File: config.mk
export PLATFORM = sky130hd
export DESIGN_NAME = lif_scheduler
export DESIGN_NICKNAME = d
export VERILOG_FILES = /design/src/rtl/lif_scheduler.sv
export SDC_FILE = /design/constraint.sdc
export NUM_CORES = 1
export LEC_CHECK = 0
export ABC_AREA = 0
export CAP_MARGIN = 20
export CORE_UTILIZATION = 59
export DETAILED_ROUTE_END_ITERATION = 16
export GPL_ROUTABILITY_DRIVEN = 0
export PLACE_DENSITY = 0.95
export SKIP_LAST_GASP = 1
export SYNTH_ARGS = -nofsm -noshare
export SYNTH_HDL_FRONTEND = slang
export SYNTH_SLANG_ARGS = --single-unit
File: constraint.sdc
create_clock -name clk -period 6.4 [get_ports clk]
set_input_delay 1.6 -clock clk [delete_from_list [all_inputs] [get_ports clk]]
set_output_delay 1.6 -clock clk [all_outputs]
set_load 0.005 [all_outputs]
File: src/rtl/lif_scheduler.sv
// lif_scheduler: prescaled tick source driving a time-multiplexed sweep of
// N_NEUR leaky integrate-and-fire neurons (two cycles per neuron).
// Optional macro LIF_SCHED_REFRACT_EN adds a one-sweep refractory period per neuron.
module lif_scheduler #(
  parameter int unsigned N_NEUR = 4,
  parameter int unsigned W      = 8,
  parameter int unsigned DIV_W  = 22
) (
  input  logic                  clk,
  input  logic                  rst_n,
  input  logic                  en,
  input  logic [DIV_W-1:0]      presc,
  input  logic [N_NEUR*W-1:0]   cur_in,
  input  logic [W-1:0]          thresh,
  input  logic [2:0]            leak_shift,
  input  logic                  ovr_clr,
  output logic [N_NEUR-1:0]     spike,
  output logic                  busy,
  output logic                  tick_ind,
  output logic                  overrun
);

  localparam int unsigned IDX_W = (N_NEUR > 1) ? $clog2(N_NEUR) : 1;
  localparam logic [IDX_W-1:0] IDX_LAST = IDX_W'(N_NEUR - 1);

  localparam logic [1:0] ST_IDLE  = 2'd0;
  localparam logic [1:0] ST_FETCH = 2'd1;
  localparam logic [1:0] ST_WRITE = 2'd2;

  logic [1:0]       state, state_nxt;
  logic [IDX_W-1:0] idx, idx_nxt;
  logic [DIV_W-1:0] cnt;
  logic             tick_c;
  logic             accept_c;
  logic             drop_c;

  logic [W-1:0]     u_mem [N_NEUR];
  logic [W-1:0]     u_hold;
  logic [W-1:0]     i_hold;
  logic [W-1:0]     u_sel_c;
  logic [W-1:0]     cur_sel_c;
  logic [W:0]       u_sum_c;
  logic [W-1:0]     u_new_c;
  logic [W-1:0]     u_store_c;
  logic             spk_c;

`ifdef LIF_SCHED_REFRACT_EN
  logic [N_NEUR-1:0] refr;
  logic              refr_sel_c;
`endif

  // Tick when the enabled counter reaches presc; counter wraps freely if presc drops below it.
  assign tick_c = en && (cnt == presc);

  // Prescaler counter.
  always_ff @(posedge clk or negedge rst_n) begin
    if (!rst_n) begin
      cnt <= '0;
    end else if (tick_c) begin
      cnt <= '0;
    end else if (en) begin
      cnt <= cnt + DIV_W'(1);
    end
  end

  // Sweep state register.
  always_ff @(posedge clk or negedge rst_n) begin
    if (!rst_n) begin
      state <= ST_IDLE;
      idx   <= '0;
    end else begin
      state <= state_nxt;
      idx   <= idx_nxt;
    end
  end

  // Next-state logic; ticks outside IDLE are dropped and flagged.
  always_comb begin
    state_nxt = state;
    idx_nxt   = idx;
    accept_c  = 1'b0;
    drop_c    = 1'b0;
    case (state)
      ST_IDLE: begin
        if (tick_c) begin
          accept_c  = 1'b1;
          state_nxt = ST_FETCH;
          idx_nxt   = '0;
        end
      end
      ST_FETCH: begin
        state_nxt = ST_WRITE;
      end
      ST_WRITE: begin
        if (idx == IDX_LAST) begin
          state_nxt = ST_IDLE;
        end else begin
          idx_nxt   = idx + IDX_W'(1);
          state_nxt = ST_FETCH;
        end
      end
      default: begin
        state_nxt = ST_IDLE;
      end
    endcase
    if (tick_c && (state != ST_IDLE)) begin
      drop_c = 1'b1;
    end
  end

  // Status outputs: busy follows the next state, tick_ind toggles per accepted tick.
  always_ff @(posedge clk or negedge rst_n) begin
    if (!rst_n) begin
      busy     <= 1'b0;
      tick_ind <= 1'b0;
      overrun  <= 1'b0;
    end else begin
      busy <= (state_nxt != ST_IDLE);
      if (accept_c) begin
        tick_ind <= ~tick_ind;
      end
      if (drop_c) begin
        overrun <= 1'b1;
      end else if (ovr_clr) begin
        overrun <= 1'b0;
      end
    end
  end

  // Select the current neuron's membrane value and input current.
  always_comb begin
    u_sel_c   = '0;
    cur_sel_c = '0;
    for (int k = 0; k < int'(N_NEUR); k++) begin
      if (idx == IDX_W'(k)) begin
        u_sel_c   = u_mem[k];
        cur_sel_c = cur_in[k*W +: W];
      end
    end
  end

`ifdef LIF_SCHED_REFRACT_EN
  // Refractory flag of the current neuron.
  always_comb begin
    refr_sel_c = 1'b0;
    for (int k = 0; k < int'(N_NEUR); k++) begin
      if (idx == IDX_W'(k)) begin
        refr_sel_c = refr[k];
      end
    end
  end
`endif

  // Leak, integrate and saturate in W+1 bits, then apply the threshold.
  always_comb begin
    u_sum_c   = {1'b0, u_hold} - {1'b0, (u_hold >> leak_shift)} + {1'b0, i_hold};
    u_new_c   = u_sum_c[W] ? {W{1'b1}} : u_sum_c[W-1:0];
    spk_c     = (u_new_c >= thresh);
    u_store_c = spk_c ? '0 : u_new_c;
`ifdef LIF_SCHED_REFRACT_EN
    if (refr_sel_c) begin
      spk_c     = 1'b0;
      u_store_c = '0;
    end
`endif
  end

  // Membrane storage, holding registers and per-neuron spike outputs.
  always_ff @(posedge clk or negedge rst_n) begin
    if (!rst_n) begin
      for (int k = 0; k < int'(N_NEUR); k++) begin
        u_mem[k] <= '0;
      end
      u_hold <= '0;
      i_hold <= '0;
      spike  <= '0;
`ifdef LIF_SCHED_REFRACT_EN
      refr   <= '0;
`endif
    end else begin
      if (state == ST_FETCH) begin
        u_hold <= u_sel_c;
        i_hold <= cur_sel_c;
      end
      if (state == ST_WRITE) begin
        for (int k = 0; k < int'(N_NEUR); k++) begin
          if (idx == IDX_W'(k)) begin
            u_mem[k] <= u_store_c;
            spike[k] <= spk_c;
`ifdef LIF_SCHED_REFRACT_EN
            refr[k]  <= spk_c;
`endif
          end
        end
      end
    end
  end

endmodule
==> parameters.txt, run 1 <==
Parameter                              Value

Clock network
  Clock transition time at the flip-flop clock pins of the worst setup and hold paths ... 0.09 ns
  Clock Sinks ... between 80 and 90
  Later-pin clock latency in the skew report ... 0.37 ns
  Buffers inserted during post-CTS setup optimization ... 0
  Number of H-tree levels ... 3
  Number of buffers added by the clock tree synthesis step ... 9
  Library cell used as clock root buffer ... sky130_fd_sc_hd__clkbuf_8
  Clock tree from TritonCTS ... done
  CTS max path bufs ... 2

Hold path
  Worst hold path stage count ... 1
  Critical hold path startpoint ... tick_ind
  Path category of the worst min-delay check ... flip-flop to flip-flop
  Hold-critical path endpoint ... tick_ind

Setup path
  Register-to-register setup slack ... 1.45 ns
  Launching element type of the critical path ... primary input
  Crit. End Element ... flip-flop
  Highest net fanout along the worst path ... 12
  Startpoint of the lowest-slack register-to-register path ... u_hold[4]
  FF-to-FF End ... u_mem[13]
  Critical setup path kind ... primary input to flip-flop
  Number of cells on the worst reg-to-reg path ... 22
  CP Data Arrival Time ... 6.50 ns
  Launch point of the worst path ... leak_shift[1]
  Worst path required time ... 6.63 ns

STA
  Total count of max-transition violations in the final report ... 0
  Part of the cycle the worst path needs ... 97.9%
  Setup violation total in the final timing report ... 0
  Final Hold Viols ... 0
  Maximum clock skew at final layout ... approximately 0.014 ns
  Transition time at the pin with the least slew margin ... around 1.1 ns
  Highest attainable clock frequency ... around 160 MHz
  Slew headroom ... between 20% and 30%
  Shortest period the worst path allows ... 6.27 ns
  Setup repair after global routing missed its margin ... false

Power and ir drop
  Proportion of power drawn by the clock network ... 39.7%
  Worst vdd rail ir drop ... 156 uV
  Total power consumption of the routed design ... 1.28 mW
  Seq pwr share ... 44.6%
  Cell Pwr Density ... 201 nW/um^2
  P_sw ... 330 uW
  LEAKAGE ... about 2.7 nW
  Fraction of power consumed by combinational cells ... 15.7%
  Switching share of total power ... about a quarter
  Internal power component ... 952 uW

Synthesis
  Average size of a mapped cell ... 8.74 sq um
  Register bit count reported by yosys ... 81
  Synthesis warning total ... 0
  Cell count after synthesis ... 602
  Async set or reset register ratio after synthesis ... 100%
  Cell variety after synth ... 48
  Post-synthesis sequential area ratio ... 38.5%
  Post-synthesis instance area ... 5260 sq um
  Primary FF master, synth ... sky130_fd_sc_hd__dfrtp_1
  Number of enable-type register cells in the synthesized netlist ... 0
  Net count of the mapped netlist ... approximately 700

Global routing
  Pin count of the biggest net entering global routing ... a little over 80
  First-pass GRT wire length ... about 23,000 um
  Via count of the first global-routing pass ... 4,648
  Total routing resource utilization after global routing ... 33.1%
  Remaining global-route overflow ... 0
  Antenna violations before repair ... 0

Floorplan
  Row Count ... 34
  Full die area ... 9300 sq um
  Initial core utilization ... 60.6%
  Core area ... 8680 sq um
  Width of the die ... ~96 um
  Vertical extent of the die ... 96.4 um
  Num ports ... 76

Route
  Initial DRC Count ... 520
  DRC Markers ... 0
  Routed len/inst ... ~19 um
  Final WL ... 14,700 um
  Total number of vias ... 4,905
  First-pass DRT Iterations ... 7
  Vias per cell ... approximately 6.3
  Remaining number of nets flagged by the antenna check after routing ... 0

Run status
  Outcome ... completed

Layout
  Fraction of layout instances using a drive strength above 1 ... 5.53%
  Count of nets after finishing ... around 760
  Area growth syn-to-layout ... 21.5%
  Antenna cell count ... 0
  Post-layout instance count excluding filler cells ... 777
  Filler instances ... 580
  Post-route cell area ... roughly 6400 sq um

Place
  Post-DP HPWL ... 10,500 um
  Placed Instances ... 760
  IO Port Bufs ... 75
  DP Area ... 6080 sq um

Flow run
  Number of maximum-capacitance violations ... 0
cells by family (layout without fill, tap and decap cells):
kind of cell,count (synthesis),count (layout),share of synthesized area (%)
DFF,81,81,38.5
and+or+nand+nor,220,220,20.1
buffers and inverters,84,151,6.16
AOI/OAI and AO/OA,133,133,17.8
xor gates and xnor gates,47,47,7.83
muxes,7,7,1.36
adders and majority gates,30,30,8.28
routing by layer:
layer	share of wire [%]	global-route usage, %	up-vias	wire [um]
met5	0	0	-	0
met4	3.7	16.1	0	550
met3	8.9	6.42	56	1310
met2	49	55.1	316	7210
met1	38	41.5	2331	5600
li1	-	-	2202	-
critical path: stages:
cell and delay [ns]:
sky130_fd_sc_hd__clkdlybuf4s50_1 0.52, sky130_fd_sc_hd__buf_4 0.20, sky130_fd_sc_hd__mux2i_1 0.21, sky130_fd_sc_hd__nor2_1 0.06, sky130_fd_sc_hd__a21oi_1 0.12, sky130_fd_sc_hd__o21ai_0 0.11
sky130_fd_sc_hd__ha_1 0.28, sky130_fd_sc_hd__inv_1 0.06, sky130_fd_sc_hd__ha_1 0.18, sky130_fd_sc_hd__inv_1 0.07, sky130_fd_sc_hd__fa_1 0.38, sky130_fd_sc_hd__nand2b_1 0.23
sky130_fd_sc_hd__a211oi_1 0.37, sky130_fd_sc_hd__o31ai_2 0.18, sky130_fd_sc_hd__o2bb2a_2 0.34, sky130_fd_sc_hd__inv_1 0.06, sky130_fd_sc_hd__ha_1 0.31, sky130_fd_sc_hd__a41o_1 0.22
sky130_fd_sc_hd__a21oi_1 0.13, sky130_fd_sc_hd__o31a_1 0.16, sky130_fd_sc_hd__buf_4 0.20, sky130_fd_sc_hd__nor2_1 0.11, sky130_fd_sc_hd__a311oi_1 0.40
area by class of cell:
cell class,instances,area (sq um),area share [%]
inverter,49,184,2.88
multi-input combinational,437,2920,45.7
clock buffer,10,138,2.15
clock inverter,6,138,2.15
timing repair buffer,86,851,13.3
sequential,81,2030,31.7
tap,108,135,2.11
sequential cells by signal (all words and copies together) (netlist names):
register	flops
u_hold	8
tick_ind	1
u_mem	32
overrun	1
busy	1
idx	2
spike	4
i_hold	8
cnt	22
state	2
worst max path at each step:
stage / slack [ns] / endpoint / cells past startpoint
2_1_floorplan: 0.42 / u_mem[1] / 21
3_3_place_gp: 0.18 / u_mem[6] / 19
3_5_place_dp: -0.03 / u_mem[1] / 19
4_1_cts: 0.20 / u_mem[13] / 23
5_1_grt: 0.01 / u_mem[13] / 20
6_report: 0.13 / u_mem[13] / 23
power groups by stage:
stage / registers (mW) / logic (mW) / clock network, mW
finish: 0.572 / 0.201 / 0.509
global route: 0.576 / 0.216 / 0.530
CTS: 0.571 / 0.195 / 0.507
detailed placement: 0.580 / 0.192 / 0
global placement: 0.578 / 0.177 / 0
floorplan: 0.568 / 0.110 / 0
timing repair:
action / 4_1_cts / 5_1_grt
hold endpoints to repair: 0 / 0
hold buffers: 0 / 0
gates resized for setup: 0 / 3
endpoints found under the setup margin: 0 / 2
placed cells by master, fill, tap and decap left out, types with 9 or more instances in the layout:
master	netlist	layout
sky130_fd_sc_hd__o21ai_0	31	31
sky130_fd_sc_hd__xor2_1	13	13
sky130_fd_sc_hd__a21oi_1	24	24
sky130_fd_sc_hd__and2_1	9	9
sky130_fd_sc_hd__xnor2_1	34	34
sky130_fd_sc_hd__inv_1	49	49
sky130_fd_sc_hd__nor2_1	71	71
sky130_fd_sc_hd__clkbuf_8	0	10
sky130_fd_sc_hd__nand4_1	15	15
sky130_fd_sc_hd__clkdlybuf4s50_1	0	74
sky130_fd_sc_hd__buf_4	0	11
sky130_fd_sc_hd__a221oi_1	16	16
sky130_fd_sc_hd__a22o_1	9	9
sky130_fd_sc_hd__nand2_1	47	47
sky130_fd_sc_hd__nor3_1	21	21
sky130_fd_sc_hd__a211oi_1	12	11
sky130_fd_sc_hd__a311oi_1	12	12
sky130_fd_sc_hd__nor2b_1	33	33
sky130_fd_sc_hd__dfrtp_1	81	81
sky130_fd_sc_hd__ha_1	22	22
through the flow:
stage | util [%] | setup TNS, ns | worst slack (ns) | hold slack, ns
finish | 73.6 | 0 | 0.132 | 0.490
CTS | 73.2 | 0 | 0.203 | 0.492
global placement | 70.0 | 0 | 0.184 | 0.461
floorplan | - | 0 | 0.423 | 0.442
global route | 73.6 | 0 | 0.0129 | 0.502
detailed placement | 70.0 | -0.0524 | -0.0265 | 0.471
cell usage after synthesis (4+ instances only):
master | instances | area, sq um
sky130_fd_sc_hd__a211oi_1 | 12 | 90.1
sky130_fd_sc_hd__a21o_1 | 4 | 30.0
sky130_fd_sc_hd__a21oi_1 | 24 | 120
sky130_fd_sc_hd__a221oi_1 | 16 | 140
sky130_fd_sc_hd__a22o_1 | 9 | 78.8
sky130_fd_sc_hd__a311oi_1 | 12 | 105
sky130_fd_sc_hd__and2_1 | 9 | 56.3
sky130_fd_sc_hd__buf_2 | 7 | 35.0
sky130_fd_sc_hd__clkbuf_1 | 26 | 97.6
sky130_fd_sc_hd__dfrtp_1 | 81 | 2030
sky130_fd_sc_hd__fa_1 | 8 | 160
sky130_fd_sc_hd__ha_1 | 22 | 275
sky130_fd_sc_hd__inv_1 | 49 | 184
sky130_fd_sc_hd__mux2i_1 | 6 | 60.1
sky130_fd_sc_hd__nand2_1 | 47 | 176
sky130_fd_sc_hd__nand2b_1 | 7 | 43.8
sky130_fd_sc_hd__nand3_1 | 4 | 20.0
sky130_fd_sc_hd__nand4_1 | 15 | 93.8
sky130_fd_sc_hd__nor2_1 | 71 | 267
sky130_fd_sc_hd__nor2b_1 | 33 | 206
sky130_fd_sc_hd__nor3_1 | 21 | 105
sky130_fd_sc_hd__nor4_1 | 5 | 31.3
sky130_fd_sc_hd__o211ai_1 | 4 | 30.0
sky130_fd_sc_hd__o21ai_0 | 31 | 155
sky130_fd_sc_hd__o22ai_1 | 4 | 25.0
sky130_fd_sc_hd__xnor2_1 | 34 | 298
sky130_fd_sc_hd__xor2_1 | 13 | 114
Power figures use the tool's default switching activity.
==> inputs of run 2 (changes only) <==
--- a/config.mk
+++ b/config.mk
@@ -8,6 +8,7 @@
 export ABC_AREA = 0
 export CAP_MARGIN = 20
 export CORE_UTILIZATION = 59
+export CTS_CLUSTER_DIAMETER = 40
 export DETAILED_ROUTE_END_ITERATION = 16
 export GPL_ROUTABILITY_DRIVEN = 0
 export PLACE_DENSITY = 0.95
==> results of run 2 <==
The final DEF is identical to that of run 1; final timing and power are the same.
==> inputs of run 3 (changes only) <==
--- a/config.mk
+++ b/config.mk
@@ -11,6 +11,7 @@
 export CTS_CLUSTER_DIAMETER = 40
 export DETAILED_ROUTE_END_ITERATION = 16
 export GPL_ROUTABILITY_DRIVEN = 0
+export HOLD_SLACK_MARGIN = 0.05
 export PLACE_DENSITY = 0.95
 export SKIP_LAST_GASP = 1
 export SYNTH_ARGS = -nofsm -noshare
==> results of run 3 <==
The final DEF is identical to that of run 1; final timing and power are the same.
